$ cat config.mk
export PLATFORM = sky130hd
export DESIGN_NAME = load_store_unit
export DESIGN_NICKNAME = d
export VERILOG_FILES = /design/src/rtl/load_store_unit.sv
export SDC_FILE = /design/constraint.sdc
export NUM_CORES = 1
export LEC_CHECK = 0
export BUFFER_PORTS_ARGS = -buffer_cell sky130_fd_sc_hd__buf_2
export CAP_MARGIN = 20
export CORE_ASPECT_RATIO = 1.5
export CORE_MARGIN = 1.5
export CORE_UTILIZATION = 57
export CTS_CLUSTER_DIAMETER = 200
export DETAILED_ROUTE_END_ITERATION = 10
export PLACE_DENSITY = 0.94
export SLEW_MARGIN = 20
export SYNTH_ARGS = -nofsm -noshare
export SYNTH_HDL_FRONTEND = slang
export SYNTH_SLANG_ARGS = --single-unit
$ cat constraint.sdc
create_clock -name clk -period 3.76 [get_ports clk]
set_input_delay 0.188 -clock clk [delete_from_list [all_inputs] [get_ports clk]]
set_output_delay 0.188 -clock clk [all_outputs]
set_load 0.01 [all_outputs]
$ cat src/rtl/load_store_unit.sv
// Memory-stage load/store unit: turns execute-stage requests into doubleword data_memory
// accesses, using read-modify-write for narrow stores and sign/zero extension for loads.
module load_store_unit #(
   parameter int MEM_BYTES = 1024
) (
   input  logic        clk,
   input  logic        rst,
   input  logic        req_valid,
   output logic        req_ready,
   input  logic        req_is_store,
   input  logic [2:0]  req_funct3,
   input  logic [63:0] req_addr,
   input  logic [63:0] req_wdata,
   input  logic [4:0]  req_rd,
   output logic        resp_valid,
   output logic [63:0] resp_data,
   output logic [4:0]  resp_rd,
   output logic        resp_fault,
   output logic        mem_read,
   output logic        mem_write,
   output logic [63:0] mem_addr,
   output logic [63:0] mem_wdata,
   input  logic [63:0] mem_rdata
);

   typedef enum logic [2:0] {IDLE, LOAD, RMW_RD, WRITE, RESP} state_e;

   localparam logic [63:0] MEM_LIMIT = 64'(MEM_BYTES);

   state_e      state_q, state_d;
   logic [2:0]  funct3_q, funct3_d;
   logic [2:0]  offset_q, offset_d;
   logic [63:0] wdata_q, wdata_d;
   logic [4:0]  rd_q, rd_d;
   logic        resp_valid_q, resp_valid_d;
   logic [63:0] resp_data_q, resp_data_d;
   logic [4:0]  resp_rd_q, resp_rd_d;
   logic        resp_fault_q, resp_fault_d;
   logic        mem_read_q, mem_read_d;
   logic        mem_write_q, mem_write_d;
   logic [63:0] mem_addr_q, mem_addr_d;
   logic [63:0] mem_wdata_q, mem_wdata_d;

   logic        accept;
   logic        misaligned;
   logic        req_fault;
   logic [5:0]  shamt;
   logic [63:0] lane;
   logic [63:0] load_ext;
   logic [63:0] base_mask;
   logic [63:0] lane_mask;
   logic [63:0] merged;

   assign req_ready  = (state_q == IDLE) && !rst;
   assign accept     = req_valid && req_ready;

   assign resp_valid = resp_valid_q;
   assign resp_data  = resp_data_q;
   assign resp_rd    = resp_rd_q;
   assign resp_fault = resp_fault_q;
   assign mem_read   = mem_read_q;
   // NOTE: the write strobe is registered, so reset must also gate it combinationally
   // or a reset landing in WRITE would still commit the store at that edge.
   assign mem_write  = mem_write_q && !rst;
   assign mem_addr   = mem_addr_q;
   assign mem_wdata  = mem_wdata_q;

   always_comb begin
      case (req_funct3[1:0])
         2'b01:   misaligned = req_addr[0];
         2'b10:   misaligned = |req_addr[1:0];
         2'b11:   misaligned = |req_addr[2:0];
         default: misaligned = 1'b0;
      endcase
      req_fault = misaligned || (req_addr >= MEM_LIMIT) ||
                  (req_is_store ? req_funct3[2] : (req_funct3 == 3'b111));
   end

   // Lane extraction for loads and byte-lane merge for narrow stores.
   always_comb begin
      shamt = {offset_q, 3'b000};
      lane  = mem_rdata >> shamt;
      case (funct3_q)
         3'b000:  load_ext = {{56{lane[7]}}, lane[7:0]};
         3'b001:  load_ext = {{48{lane[15]}}, lane[15:0]};
         3'b010:  load_ext = {{32{lane[31]}}, lane[31:0]};
         3'b011:  load_ext = lane;
         3'b100:  load_ext = {56'd0, lane[7:0]};
         3'b101:  load_ext = {48'd0, lane[15:0]};
         3'b110:  load_ext = {32'd0, lane[31:0]};
         default: load_ext = '0;
      endcase
      case (funct3_q[1:0])
         2'b00:   base_mask = 64'h0000_0000_0000_00FF;
         2'b01:   base_mask = 64'h0000_0000_0000_FFFF;
         2'b10:   base_mask = 64'h0000_0000_FFFF_FFFF;
         default: base_mask = '1;
      endcase
      lane_mask = base_mask << shamt;
      merged    = (mem_rdata & ~lane_mask) | ((wdata_q << shamt) & lane_mask);
   end

   always_comb begin
      // NOTE: every _d gets a default here so no path through the case infers a latch.
      state_d      = state_q;
      funct3_d     = funct3_q;
      offset_d     = offset_q;
      wdata_d      = wdata_q;
      rd_d         = rd_q;
      resp_valid_d = 1'b0;
      resp_data_d  = '0;
      resp_rd_d    = resp_rd_q;
      resp_fault_d = 1'b0;
      mem_read_d   = 1'b0;
      mem_write_d  = 1'b0;
      mem_addr_d   = mem_addr_q;
      mem_wdata_d  = mem_wdata_q;
      case (state_q)
         IDLE: begin
            if (accept) begin
               funct3_d = req_funct3;
               offset_d = req_addr[2:0];
               wdata_d  = req_wdata;
               rd_d     = req_rd;
               if (req_fault) begin
                  state_d      = RESP;
                  resp_valid_d = 1'b1;
                  resp_fault_d = 1'b1;
                  resp_rd_d    = req_rd;
               end else begin
                  mem_addr_d = {req_addr[63:3], 3'b000};
                  if (!req_is_store) begin
                     state_d    = LOAD;
                     mem_read_d = 1'b1;
                  end else if (req_funct3[1:0] == 2'b11) begin
                     state_d     = WRITE;
                     mem_write_d = 1'b1;
                     mem_wdata_d = req_wdata;
                  end else begin
                     state_d    = RMW_RD;
                     mem_read_d = 1'b1;
                  end
               end
            end
         end
         LOAD: begin
            state_d      = RESP;
            resp_valid_d = 1'b1;
            resp_data_d  = load_ext;
            resp_rd_d    = rd_q;
         end
         RMW_RD: begin
            state_d     = WRITE;
            mem_write_d = 1'b1;
            mem_wdata_d = merged;
         end
         WRITE: begin
            state_d      = RESP;
            resp_valid_d = 1'b1;
            resp_rd_d    = rd_q;
         end
         RESP:    state_d = IDLE;
         default: state_d = IDLE;
      endcase
   end

   // NOTE: sequential state uses non-blocking assignments only, so every flop samples
   // the same pre-edge values regardless of statement order.
   always_ff @(posedge clk) begin
      if (rst) begin
         state_q      <= IDLE;
         funct3_q     <= '0;
         offset_q     <= '0;
         wdata_q      <= '0;
         rd_q         <= '0;
         resp_valid_q <= 1'b0;
         resp_data_q  <= '0;
         resp_rd_q    <= '0;
         resp_fault_q <= 1'b0;
         mem_read_q   <= 1'b0;
         mem_write_q  <= 1'b0;
         mem_addr_q   <= '0;
         mem_wdata_q  <= '0;
      end else begin
         state_q      <= state_d;
         funct3_q     <= funct3_d;
         offset_q     <= offset_d;
         wdata_q      <= wdata_d;
         rd_q         <= rd_d;
         resp_valid_q <= resp_valid_d;
         resp_data_q  <= resp_data_d;
         resp_rd_q    <= resp_rd_d;
         resp_fault_q <= resp_fault_d;
         mem_read_q   <= mem_read_d;
         mem_write_q  <= mem_write_d;
         mem_addr_q   <= mem_addr_d;
         mem_wdata_q  <= mem_wdata_d;
      end
   end

endmodule

Word-level counts from Yosys, hierarchy flattened

Index checks and enable logic that the tools add are counted.
W data, S select, Z words.

Flip-flop bits (word level): 276
Latch bits: 0
Bits in writable memories: 0
Memory bits (read-only): 0
Input bits: 204
Output and inout bits: 202
Logic and storage cells: 93
Memories: 0

$add $sub $neg: 0
Multipliers: 0
Divide/modulo/power cells: 0
Order comparisons: 1
Eq/ne operators: 20
Shift-type cells: 3
Mux-type cells: 27
Bitwise gates (word level): 8
Reduce and logical (&&, ||, !) cells: 21

Operators with widths:

| kind                   | number |
|---|---|
| $pmux W64 S7           | 1 |
| $mux W64               | 4 |
| $pmux W64 S3           | 1 |
| $and A64 B64 Y64       | 2 |
| $pmux W64 S2           | 1 |
| $shl A64 B6 Y64        | 2 |
| $ge A64 B11 Y1 const B | 1 |
| $not A64 Y64           | 1 |
| $or A64 B64 Y64        | 1 |
| $shr A64 B6 Y64        | 1 |
| $eq A3 B2 Y1 const B   | 4 |
| $eq A3 B3 Y1 const B   | 4 |
| $mux W1                | 10 |
| $mux W5                | 2 |
| $pmux W5 S2            | 1 |
| $pmux W3 S3            | 1 |
| $ne A2 B2 Y1 const B   | 4 |
| $reduce_or A2 Y1       | 4 |
| $eq A2 B2 Y1 const B   | 3 |
| $eq A3 B1 Y1 const B   | 2 |
| $logic_not A3 Y1       | 2 |
| $mux W3                | 2 |
| $reduce_and A3 Y1      | 2 |
| $reduce_and A5 Y1      | 1 |
| other kinds (14)       | 23 |

Longest topological paths before layout

Word-level depth: 7
Depth in mapped cells: 10
Gate-level depth less buffers: 5

Worst setup path before layout

Ideal clock, no wire load.

Path kind: register -> register
Start point: register state_q[0]
End point: register mem_wdata_q[21], in the netlist mem_wdata[21]
Library setup time: 0.122 ns
Arrival time: 2.044 ns
Data required time: 3.638 ns
Path slack: 1.594 ns
Cell stages (with the launch flop): 8
Path buffers: 2
Clock period less this slack: 2.166 ns
Cell sequence: dfxtp_1 buf_6 nor4_4 nand2_2 nor4_4 nand2_4 buf_6 o311a_1

Word-level cells in the longest chain between the ends: 5
Elaborated cells between the ends (all ways): 11
Classes of those cells: 5 x eq/ne; 1 x mux; 5 x reduce/logical

Ends and longest elaborated chain:

| item                        | RTL line | text |
|---|---|---|
| start: declaration          | 30       | `state_e state_q, state_d;` |
| start signal: assignment    | 185      | `state_q <= state_d;` |
| $logic_not A3 Y1            | 54       | `assign req_ready = (state_q == IDLE) && !rst;` |
| $logic_and A1 B1 Y1         | 54       |  |
| net req_ready               | 9        | `output logic req_ready,` |
| $logic_and A1 B1 Y1         | 55       | `assign accept = req_valid && req_ready;` |
| $ne A2 B2 Y1 (no line)      | --       |  |
| $reduce_and A5 Y1 (no line) | --       |  |
| end signal: assignment      | 197      | `mem_wdata_q <= mem_wdata_d;` |
| end: declaration            | 42       | `logic [63:0] mem_wdata_q, mem_wdata_d;` |

The timed path passes the listed nets, and every way through them passes these cells.
A chain may end at the register's enable or synchronous reset.

Final worst setup path

Start point: register offset_q[2]
End point: register mem_wdata_q[32], in the netlist mem_wdata[32]

Word-level cells in the longest chain between the ends: 5
Elaborated cells between the ends (all ways): 7
Classes of those cells: 2 x shift; 1 x mux; 4 x bitwise

Ends and longest elaborated chain:

| item                     | RTL line | text |
|---|---|---|
| start: declaration       | 32       | `logic [2:0] offset_q, offset_d;` |
| start signal: assignment | 187      | `offset_q <= offset_d;` |
| $shl A64 B6 Y64          | 99       | `lane_mask = base_mask << shamt;` |
| $not A64 Y64             | 100      | `merged = (mem_rdata & ~lane_mask) \| ((wdata_q << shamt) & lane_mask);` |
| $and A64 B64 Y64         | 100      |  |
| $or A64 B64 Y64 (*)      | 100      |  |
| $pmux W64 S2 (*)         | 118      | `case (state_q)` |

Every way passes the cells marked *; elsewhere a longest branch is shown, timed or not.

==> run metrics <==
count of antenna-violating nets left after detailed routing=0; CTS Buf Count=27; overall die area=26400 um2; standard cell with the maximum stage delay on the critical path=a221oi_1; total routing resource utilization after global routing=46.8%; Sum Neg Setup Slack=0 ps; first-pass GRT wire length=91900 um; transition at the pin with the smallest max-transition slack=1040 ps; list of cells traversed by the critical path=inv_1, a211oi_1, a21oi_1, a221oi_1, o221ai_1; # setup viols final=0; final hold violations=0; via/cell ratio=6.67; synthesis-to-finish area growth=27.3%; worst skew pair latency=570 ps; via count of the first global-routing pass=15200; Initial DRT Pass Iterations=6; max_cap viols=0; synthesis-stage register bit count=276; DRC viols=0; Final Cycle Share=81.9%; PortBufs=402; global placer's final weighted congestion=1.05; I/O Pins=406; distinct cell type count after synthesis=68; startpoint kind of the worst setup timing path=register; width of the chip=133 um; number of max-slew violations in the final report=0; Routed wire per std cell=26.8 um; global-route congestion overflow total=0; Vias=15700; maximum number of pins on one net before global-route repair=183; estimated wirelength of the detail-placed design=42200 um; area of the mapped netlist=14500 um2; worst hold slack=0.510 ps; number of nets in the final layout=2206; NetSw=0.00189 W; remaining max-slew budget at the tightest pin=30.5%; Cell Pwr Density=383 nW/um2; post-CTS setup-driven buffer insertion count=0; biggest fanout along the worst timing path=33; # clock sinks=276; clock group share of total power=42.3%; proportion of synthesized chip area in sequential cells=38.2%; register-to-register path setup slack=680 ps; P_leak=7.65 nW; Worst setup EP type=register; Power, Total=0.00706 W; required time of the critical path=4170 ps; site row count=71; number of antenna violations at the first check in global routing=3; CTS tree=yes; Max clock buf depth=3; clock tree root driver cell=clkbuf_16; signal arrival time at the worst endpoint=3490 ps; fraction of post-synthesis cell area in the top cell type by area=38.2%; peak supply drop=0.000323 V; WS Path Type=reg -> reg; delay contributed by the slowest stage of the critical path=950 ps; placeable core region=25000 um2; ys async rst share=0%; RSZ-0062 raised after global routing=no; power share of the sequential group=43.4%; number of enable flip-flop cells after synthesis=0; number of warnings printed during yosys synthesis=0; Worst Clk Skew=19.0 ps; Reg clk slew, reported paths=70 ps; number of DRC markers in iteration 0=2120; internal power consumption=0.00516 W; post-cts repair resize count=0; vertical die dimension=198 um; share of total power in combinational logic=14.2%; synthesized instance count=1599; share of layout cells above drive strength 1=30.3%; Highest Clock Rate=0.325 GHz; WL final=63200 um; starting utilization of the core area=57.9%; result of the run=completed; Period minus WS final=3080 ps; most used flip-flop cell after synthesis=dfxtp_1; synth top area cells=dfxtp_1, mux4_2, nand2_1; Mean Syn Cell Area=9.04 um2; library cell with the largest summed area after synthesis=dfxtp_1; H-tree lvl count=1; share of total power consumed by net switching=26.8%; hold crit path type=in -> reg
worst paths after layout:
kind | start | endpoint | depth (start not counted)
worst min-delay path | req_valid | state_q[0] | 3
worst max-delay path | offset_q[2] | mem_wdata[32] | 5
worst max register to register | offset_q[2] | mem_wdata[32] | 5
worst min register to register | mem_addr[36] | mem_addr[36] | 1
power groups by stage:
stage                     Sequential (W)  Combinational [W]  Clock [W]
after floorplan                  0.00306           0.000526          0
after CTS                        0.00306           0.000941    0.00296
after global placement           0.00312           0.000859          0
final                            0.00306            0.00100    0.00299
after global routing             0.00306            0.00104    0.00310
after detailed placement         0.00312           0.000867          0
metal layers:
layer  vias to the layer above  global-route usage (%)  wire, um
met4                         2                    42.5      6790
met2                      1396                    75.2     28900
li1                       6672                       -         -
met3                       408                    12.5      7060
met1                      7233                    50.2     20300
met5                         -                    1.53        50
metrics by stage:
| step | instances | worst slack [ps] | area, um2 | utilization [%] |
|---|---|---|---|---|
| floorplan | 1601 | 1590 | 14500 | - |
| global placement | 2212 | 655 | 16500 | 66.2 |
| detailed placement | 2212 | 553 | 16500 | 66.2 |
| CTS | 2350 | 930 | 18400 | 73.6 |
| global route | 2352 | 664 | 18400 | 73.7 |
| finish | 2355 | 679 | 18400 | 73.7 |
synth_stat cells, types with 21 or more instances:
master	instances
a211oi_1	43
a21oi_1	182
and2_1	63
buf_2	38
clkbuf_1	94
dfxtp_1	276
mux2_2	40
mux2i_1	85
mux4_2	56
nand2_1	261
nor2_1	69
nor2b_1	21
nor4_1	33
o21ai_0	52
o311a_1	24
critical path: cells and delay by family (launching register included):
kind            cells  cell delay [ps]
buf+inv             1              460
flops               1              790
compound gates      4             1670
layout by cell type, fill, tap and decap left out, types with 11 or more instances in the layout:
| master | n |
|---|---|
| nand2_1 | 261 |
| buf_4 | 31 |
| and2_1 | 62 |
| a211oi_1 | 43 |
| nand3_1 | 16 |
| o311a_1 | 24 |
| nor4_1 | 33 |
| nor3_1 | 11 |
| nor2b_1 | 21 |
| a21oi_1 | 181 |
| clkbuf_16 | 27 |
| o21ai_0 | 52 |
| mux4_2 | 56 |
| buf_2 | 401 |
| mux2i_1 | 85 |
| dlygate4sd3_1 | 89 |
| a2111oi_0 | 13 |
| a221oi_1 | 15 |
| dfxtp_1 | 273 |
| nor2_1 | 69 |
| mux2_2 | 40 |
| or4_1 | 11 |
| nand2b_1 | 20 |
kinds of logic after synthesis:
logic type	after synthesis	share of synthesized area, %
muxes	181	17.7
other	1	0.0259
DFF	276	38.2
AOI/OAI and AO/OA	422	19.2
and+or+nand+nor	555	19.7
buffers and inverters	164	5.16
cell type report:
cell class | count | area (um2)
Fill cell | 1693 | 6560
Clock inverter | 13 | 200
Clock buffer | 37 | 773
Multi-Input combinational cell | 1161 | 8210
Tap cell | 328 | 410
Antenna cell | 4 | 10.0
Sequential cell | 276 | 5530
Inverter | 10 | 37.5
Timing Repair Buffer | 526 | 3230
repair_timing:
| action | 4_1_cts | 5_1_grt |
|---|---|---|
| hold buffers | 88 | 1 |
| hold endpoints to repair | 127 | 1 |
| endpoints found under the setup margin | 0 | 0 |
registers in the layout (all words and copies together), names as in the netlist, 5 cells and up:
register / flops
resp_rd: 5
wdata_q: 64
resp_data: 64
mem_addr: 61
rd_q: 5
mem_wdata: 64
Note: power is estimated with default switching activity, not from simulation.
